## src/rtl/clk_divider_pkg.sv

```systemverilog
// Shared board constants and width helper for the clock divider slice.
package clk_divider_pkg;

  localparam int unsigned BOARD_CLK_FREQ_HZ = 32'd100_000_000;

  // Counter width for a modulo-n count, never narrower than one bit.
  function automatic int unsigned cnt_width(input int unsigned n);
    int unsigned w;
    w = (n > 32'd1) ? $clog2(n) : 32'd1;
    return w;
  endfunction

endpackage

```

## src/rtl/clk_divider_tc_counter.sv

```systemverilog
// Modulo-N counter with a registered terminal-count flag (o_tc is high while
// o_cnt == N-1, i.e. a one-cycle pulse per wrap when i_en is held high).
module tc_counter
  import clk_divider_pkg::*;
#(
  parameter int unsigned N = 32'd4,
  parameter int unsigned W = cnt_width(N)
) (
  input  logic         i_clk,
  input  logic         i_rst,
  input  logic         i_en,
  output logic [W-1:0] o_cnt,
  output logic         o_tc
);

  if (N < 32'd1) begin : g_bad_modulus
    $error("tc_counter: modulus N must be >= 1");
  end

  localparam logic [W-1:0] LAST = W'(N - 32'd1);

  logic [W-1:0] r_cnt;
  logic         r_tc;
  logic [W-1:0] w_cnt_nxt;
  logic         w_tc_nxt;

  // Next count wraps to zero from the terminal value, so it never exceeds N-1.
  always_comb begin
    w_cnt_nxt = r_cnt;
    if (i_en) begin
      if (r_tc) begin
        w_cnt_nxt = {W{1'b0}};
      end else begin
        w_cnt_nxt = r_cnt + W'(1);
      end
    end else begin
      w_cnt_nxt = r_cnt;
    end
    w_tc_nxt = (w_cnt_nxt == LAST);
  end

  // Count and terminal flag registers; for N == 1 the flag is set out of reset.
  always_ff @(posedge i_clk) begin
    if (i_rst) begin
      r_cnt <= {W{1'b0}};
      r_tc  <= (LAST == {W{1'b0}});
    end else begin
      r_cnt <= w_cnt_nxt;
      r_tc  <= w_tc_nxt;
    end
  end

  assign o_cnt = r_cnt;
  assign o_tc  = r_tc;

endmodule

```

## src/rtl/clk_divider.sv

```systemverilog
// Divides clk down to a 50% duty square wave on led; led is a data signal,
// never to be used as a clock downstream.
module clk_divider
  import clk_divider_pkg::*;
#(
  parameter int unsigned CLK_FREQ_HZ = BOARD_CLK_FREQ_HZ,
  parameter int unsigned OUT_FREQ_HZ = 32'd1,
  parameter int unsigned HALF_PERIOD = CLK_FREQ_HZ / (32'd2 * OUT_FREQ_HZ)
) (
  input  logic clk,
  input  logic rst,
  output logic led
);

  if (HALF_PERIOD < 32'd1) begin : g_bad_half_period
    $error("clk_divider: HALF_PERIOD must be >= 1");
  end

  localparam int unsigned      CNT_W = cnt_width(HALF_PERIOD);
  localparam logic [CNT_W-1:0] LAST  = CNT_W'(HALF_PERIOD - 32'd1);

  logic [CNT_W-1:0] w_cnt;
  logic             w_tc;
  logic             w_toggle;
  logic             r_led;

  tc_counter #(
    .N (HALF_PERIOD),
    .W (CNT_W)
  ) u_cnt (
    .i_clk (clk),
    .i_rst (rst),
    .i_en  (1'b1),
    .o_cnt (w_cnt),
    .o_tc  (w_tc)
  );

  // Toggle only when the registered flag and the count agree on the terminal value.
  assign w_toggle = w_tc & (w_cnt == LAST);

  // LED level register; reset wins over any toggle.
  always_ff @(posedge clk) begin
    if (rst) begin
      r_led <= 1'b0;
    end else if (w_toggle) begin
      r_led <= ~r_led;
    end else begin
      r_led <= r_led;
    end
  end

  assign led = r_led;

endmodule

```

## config.mk

```make
export PLATFORM = sky130hd
export DESIGN_NAME = clk_divider
export DESIGN_NICKNAME = d
export VERILOG_FILES = /design/src/rtl/clk_divider_pkg.sv /design/src/rtl/clk_divider_tc_counter.sv /design/src/rtl/clk_divider.sv
export SDC_FILE = /design/constraint.sdc
export NUM_CORES = 1
export LEC_CHECK = 0
export ABC_AREA = 1
export CAP_MARGIN = 20
export CORE_MARGIN = 1.5
export CORE_UTILIZATION = 61
export CTS_CLUSTER_DIAMETER = 60
export CTS_CLUSTER_SIZE = 16
export DETAILED_ROUTE_END_ITERATION = 8
export GPL_TIMING_DRIVEN = 0
export PLACE_DENSITY = 0.77
export SLEW_MARGIN = 20
export SYNTH_ARGS = -nofsm -noshare
export SYNTH_HDL_FRONTEND = slang
export SYNTH_SLANG_ARGS = --single-unit
```

## constraint.sdc

```tcl
create_clock -name clk -period 2.1 [get_ports clk]
set_clock_uncertainty 0.1 [all_clocks]
set_input_delay 0.42 -clock clk [delete_from_list [all_inputs] [get_ports clk]]
set_output_delay 0.42 -clock clk [all_outputs]
set_load 0.005 [all_outputs]
```

==> metrics.txt, run 1 <==
status finished, final reports clean; clock slew at reported path FFs 0.16 ns; Crit path arrival time between 2 and 2.5 ns; IO Pins 3; WS Path Type reg -> reg; first drt pass iteration count 4; Slew HR between 60% and 70%; crit-path max FO 4; CTS tree built; asr flop ratio synth 0%; grt ovf 0; Routed Antenna Nets 0; count leader, synth nor2_1; worst setup margin 0.1575 ns; pre-CTS WS 0.1037 ns; post-synthesis register bit count 28; Placer Congestion ~0.88; Peak Freq 514.8 MHz; Synth area leader dfxtp_1; Area growth syn-to-layout 5.656%; Clock Path Buffers 2; max_cap viols 0; Synth cell types 24; H-tree Lvls 1; largest net degree at the start of global routing 16; initial antenna violation count 0; vias in the first global route about 1500; Hold Vio Cnt, Final 0; Rows 19; worst hold path class reg -> reg; Critical Path Sink Type flop; setup_tns 0 ns; Hold Slack roughly 0.39 ns; top cell type's share of synthesized area roughly a third; top_reg_cell synth dfxtp_1; Tot Pwr between 0.8 and 0.9 mW; vias after detailed routing 1663; chip width between 50 and 60 um; total track usage a little over a quarter; fin crit share 92.50%; startpoint class of the critical path flop; die area approximately 3200 sq um; Root Driver clkbuf_4; Post-synth EDFFs 0; Worst-Margin Slew approximately 0.53 ns; initial DRC count between 90 and 100; final setup fails 0; Pleak between 0.8 and 0.9 nW; final max-slew violation count 0; crit path time final slightly below 2 ns; PD cells ~460 nW/um^2; worst vdd ir roughly 340 uV; RSZ-0062 raised after global routing no; first-pass GRT wire length roughly 6.8 mm; Port Buffers 1; mean post-synth cell area about 6.5 sq um; dominant cells by area after synthesis dfxtp_1 32%, nor2_1 12%, nand2_1 11%, nand3_1 10%, inv_1 5.7%; Remaining DRCs 0; Reg2Reg Setup Slack between 0.15 and 0.2 ns; Cell Area, Synth 1725 sq um; Synth Warn # 0; Core Region 2710 sq um; Via density 5.507; Net Count, Synth ~270; clock sinks 28; latest clock arrival within the worst-skew pair ~0.34 ns; WL final ~4 mm; Initial Util between 60% and 70%; Gate Count Post-Synth between 200 and 300; DPL Wire Length between 3 and 4 mm; antenna cells 0; commonest cells in the netlist 55 x nor2_1, 52 x nand2_1, 35 x nand3_1; Required @ worst endpoint 2.28 ns; layout cells sized above 1 12.92%; Final #Nets between 200 and 300; register area share after synthesis between 30% and 40%; final design utilization around 67%; Die Y 56.19 um; Avg WL per Cell around 13 um; clock buffer count from CTS 3
-- cells by family after synthesis --
kind of cell	share of synthesized area (%)
DFF	32.49
buffers and inverters	7.614
and+or+nand+nor	55.77
AOI/OAI and AO/OA	2.900
xor gates and xnor gates	0.5077
adders and majority gates	0.7250
-- per-stage QoR --
step / cell area (sq um) / instances
2_1_floorplan: 1725 / 266
3_3_place_gp: 1774 / 298
3_5_place_dp: 1774 / 298
4_1_cts: 1810 / 302
5_1_grt: 1823 / 302
6_report: 1823 / 302
-- cell type report --
class | instances | area [sq um]
multi-input cells | 204 | 1044
fillers | 268 | 887.1
flip-flops and latches | 28 | 563.0
inverters | 28 | 105.1
well taps | 31 | 38.79
clock buffers | 4 | 36.28
plain buffers | 6 | 26.28
repair buffers | 1 | 10.01
-- where the power goes --
part / total, mW / switching (mW) / internal, mW
clock network: 0.278 / 0.172 / 0.106
logic: 0.0253 / 0.0183 / 0.00704
registers: 0.544 / 0.00636 / 0.537
-- worst max-delay path, stage by stage, from the launching register on --
cell and delay [ns]:
dfxtp_2 0.39, ha_1 0.21, nand2_2 0.09, nor2_2 0.10, nand2_2 0.13, nor2_4 0.16, a21oi_1 0.09, nor2_1 0.15
nand2_1 0.09, nor3_2 0.21, nand2_1 0.09, nor2_2 0.08
-- cells in the final DEF (no fill, tap or decap), drive strengths merged --
cell type      count
o21bai             2
dfxtp             28
clkdlybuf4s50      1
inv               28
nand4              8
nor2              65
a21o               2
buf                3
xor2               1
ha                 1
clkbuf             7
nand3             37
nand2             62
o21ai              2
nor4               3
a21oi              2
nor3              19
-- metal layers --
| metal | vias to the layer above | wire length (um) | GRT usage [%] |
|---|---|---|---|
| met5 | - | 0 | 0 |
| met4 | 0 | 40 | 10.20 |
| met3 | 4 | 190 | 4.419 |
| met2 | 47 | 1730 | 39.66 |
| met1 | 739 | 2012 | 39.47 |
| li1 | 873 | - | - |
-- flip-flops by register name (all words and copies together), names as in the netlist --
| name | flops |
|---|---|
| u_cnt.o_tc | 1 |
| u_cnt.o_cnt | 26 |
| led | 1 |
-- worst paths after layout --
check / startpoint / cells past startpoint / end
min reg2reg: u_cnt.o_cnt[0] / 1 / u_cnt.o_cnt[0]
max reg2reg: u_cnt.o_cnt[1] / 11 / u_cnt.o_tc
max: u_cnt.o_cnt[1] / 11 / u_cnt.o_tc
min: u_cnt.o_cnt[0] / 1 / u_cnt.o_cnt[0]
-- what timing repair did --
item | 4_1_cts | 5_1_grt
setup endpoints to repair | 0 | 1
setup buffers | 0 | 0
gates resized for setup | 0 | 4
hold buffers | 0 | 0
Note: power is estimated with default switching activity, not from simulation.
==> inputs of run 2 (changes only) <==
- SLEW_MARGIN: 20 -> unset
==> results of run 2 <==
The final DEF is identical to that of run 1; final timing and power are the same.
==> inputs of run 3 (changes only) <==
- CELL_PAD_IN_SITES_DETAIL_PLACEMENT: unset -> 1
- CELL_PAD_IN_SITES_GLOBAL_PLACEMENT: unset -> 1
- CORE_UTILIZATION: 61 -> 44
==> metrics.txt, run 3 (synthesis results as in run 1) <==
status finished, final reports clean; clock slew at reported path FFs 0.10 ns; setup_tns 0 ns; Die Y 65.62 um; Routed Antenna Nets 0; latest clock arrival within the worst-skew pair 0.29 ns; area of the multi-input gates approximately 1000 sq um; RSZ-0062 raised after global routing no; final max-slew violation count 0; Rows 22; most frequent cells in the layout 54 x nor2_1, 52 x nand2_1, 35 x nand3_1, 26 x inv_1, 26 x dfxtp_1; largest net degree at the start of global routing 16; Max stage delay on crit path 0.37 ns; Avg WL per Cell between 15 and 20 um; Clk pwr share between 30% and 40%; vias after detailed routing roughly 1700; most used cell, CP nand2_2; antenna cells 0; NetSw roughly 0.21 mW; Final #Nets between 200 and 300; H-tree Lvls 1; DPL Wire Length 3.827 mm; Slew HR 63.43%; crit path time final about 1.9 ns; Crit path arrival time approximately 2.1 ns; Buf/Inv on CP 0; worst hold path class reg -> reg; WS Path Type reg -> reg; die area 4306 sq um; commonest non-fill, non-tap cell in the layout nor2_1; initial DRC count around 100; slowest CP cell dfxtp_2; worst setup path startpoint u_cnt.o_cnt[1]; FF+latch area approximately 560 sq um; Crit path max-delay family simple AND/OR/NAND/NOR gates; Hold Vio Cnt, Final 0; first-pass GRT wire length around 8.3 mm; Worst Reg-to-Reg Cells 13; Remaining DRCs 0; Clock Path Buffers 2; Port Buffers 1; CTS tree built; vias in the first global route 1736; max_cap viols 0; IO Pins 3; first drt pass iteration count 4; Layout Cells excl Fill between 300 and 400; worst-path cell chain ha_2 -> nand2_2 -> nor2_2 -> nand2_2 -> nor2_8 -> nand2_2 -> nand2_2 -> nand3_2 -> nor2_1 -> nand2_1 -> nor2_1 -> nand2_1 -> nor2_2; combinational fraction of design power around 3.0%; chip width around 66 um; clock buffer count from CTS 3; total track usage between 20% and 30%; WP depth 13; max reg flops 26; Core Region 3716 sq um; Worst-Margin Slew ~0.55 ns; Reg2Reg Setup Slack between 0.15 and 0.2 ns; crit-path max FO 8; register share of total power approximately 60%; # fillers 523; Internal 0.7125 mW; Via density roughly 5.4; # hold bufs at CTS 0; RR Endpoint u_cnt.o_tc; FF-to-FF Start u_cnt.o_cnt[1]; Required @ worst endpoint about 2.2 ns; layout cells sized above 1 13.65%; Pleak roughly 0.84 nW; Root Driver clkbuf_8; final setup fails 0; Critical Path Sink Type flop; Area growth syn-to-layout 8.267%; grt ovf 0; fin crit share about 93%; CP Capture Point u_cnt.o_tc; initial antenna violation count 0; startpoint class of the critical path flop; worst vdd ir 211.7 uV; Placer Congestion between 0.8 and 0.9; Placed Cells around 320; Peak Freq about 510 MHz; clock sinks 28; WL final about 5 mm; Sw Share 22.78%; Initial Util 46.43%; PD cells 493.9 nW/um^2
[run 3: cell types whose count changed in the layout (fill, tap and decap cells not counted)]
cell and change:
clkbuf_4 -3, nor2_2 +1, nor2_1 -1, clkbuf_8 +3
ha_2 +1, ha_1 -1
[run 3: metrics by stage]
stage / utilization [%] / hold slack (ns) / power, mW / setup WS (ns) / cell area, sq um
6_report: 50.27 / 0.3720 / 0.9227 / 0.1517 / 1868
5_1_grt: 50.27 / 0.3911 / 0.9567 / 0.008929 / 1868
4_1_cts: 49.80 / 0.4326 / 0.9321 / 0.02165 / 1851
3_5_place_dp: 48.32 / 0.4196 / 0.5808 / 0.05138 / 1795
3_3_place_gp: 48.32 / 0.3978 / 0.5806 / 0.1058 / 1795
2_1_floorplan: - / 0.3898 / 0.5720 / 0.4389 / 1725
[run 3: worst min-delay path by stage]
stage | start | end | slack, ns | depth (start not counted)
3_5_place_dp | led | led | 0.42 | 2
2_1_floorplan | u_cnt.o_cnt[0] | u_cnt.o_cnt[0] | 0.39 | 1
3_3_place_gp | led | led | 0.40 | 2
6_report | u_cnt.o_cnt[0] | u_cnt.o_cnt[0] | 0.37 | 1
5_1_grt | u_cnt.o_cnt[0] | u_cnt.o_cnt[0] | 0.39 | 1
4_1_cts | u_cnt.o_cnt[0] | u_cnt.o_cnt[0] | 0.43 | 1
[run 3: power groups by stage]
| stage | logic [mW] | clock network (mW) | registers [mW] |
|---|---|---|---|
| after floorplan | 0.0192 | 0 | 0.553 |
| after global placement | 0.0268 | 0 | 0.554 |
| after detailed placement | 0.0269 | 0 | 0.554 |
| after CTS | 0.0270 | 0.363 | 0.542 |
| after global routing | 0.0318 | 0.381 | 0.544 |
| final | 0.0272 | 0.353 | 0.542 |
[run 3: what timing repair did]
item	4_1_cts	5_1_grt
setup endpoints to repair	0	1
gates resized for setup	0	6
buffers inserted	0	0
[run 3: area by class of cell]
type | instances | share of cell area (%)
multi-input cells | 204 | 56.13
flip-flops and latches | 28 | 30.14
inverters | 28 | 5.626
well taps | 48 | 3.215
clock buffers | 4 | 2.947
plain buffers | 6 | 1.407
repair buffers | 1 | 0.5358
[run 3: layer usage]
layer  global-route usage [%]  part of all wire (%)
met1                    35.31                    49
met2                    43.06                    48
met3                    2.055                   2.8
met4                    4.688                  0.76
met5                        0                     0
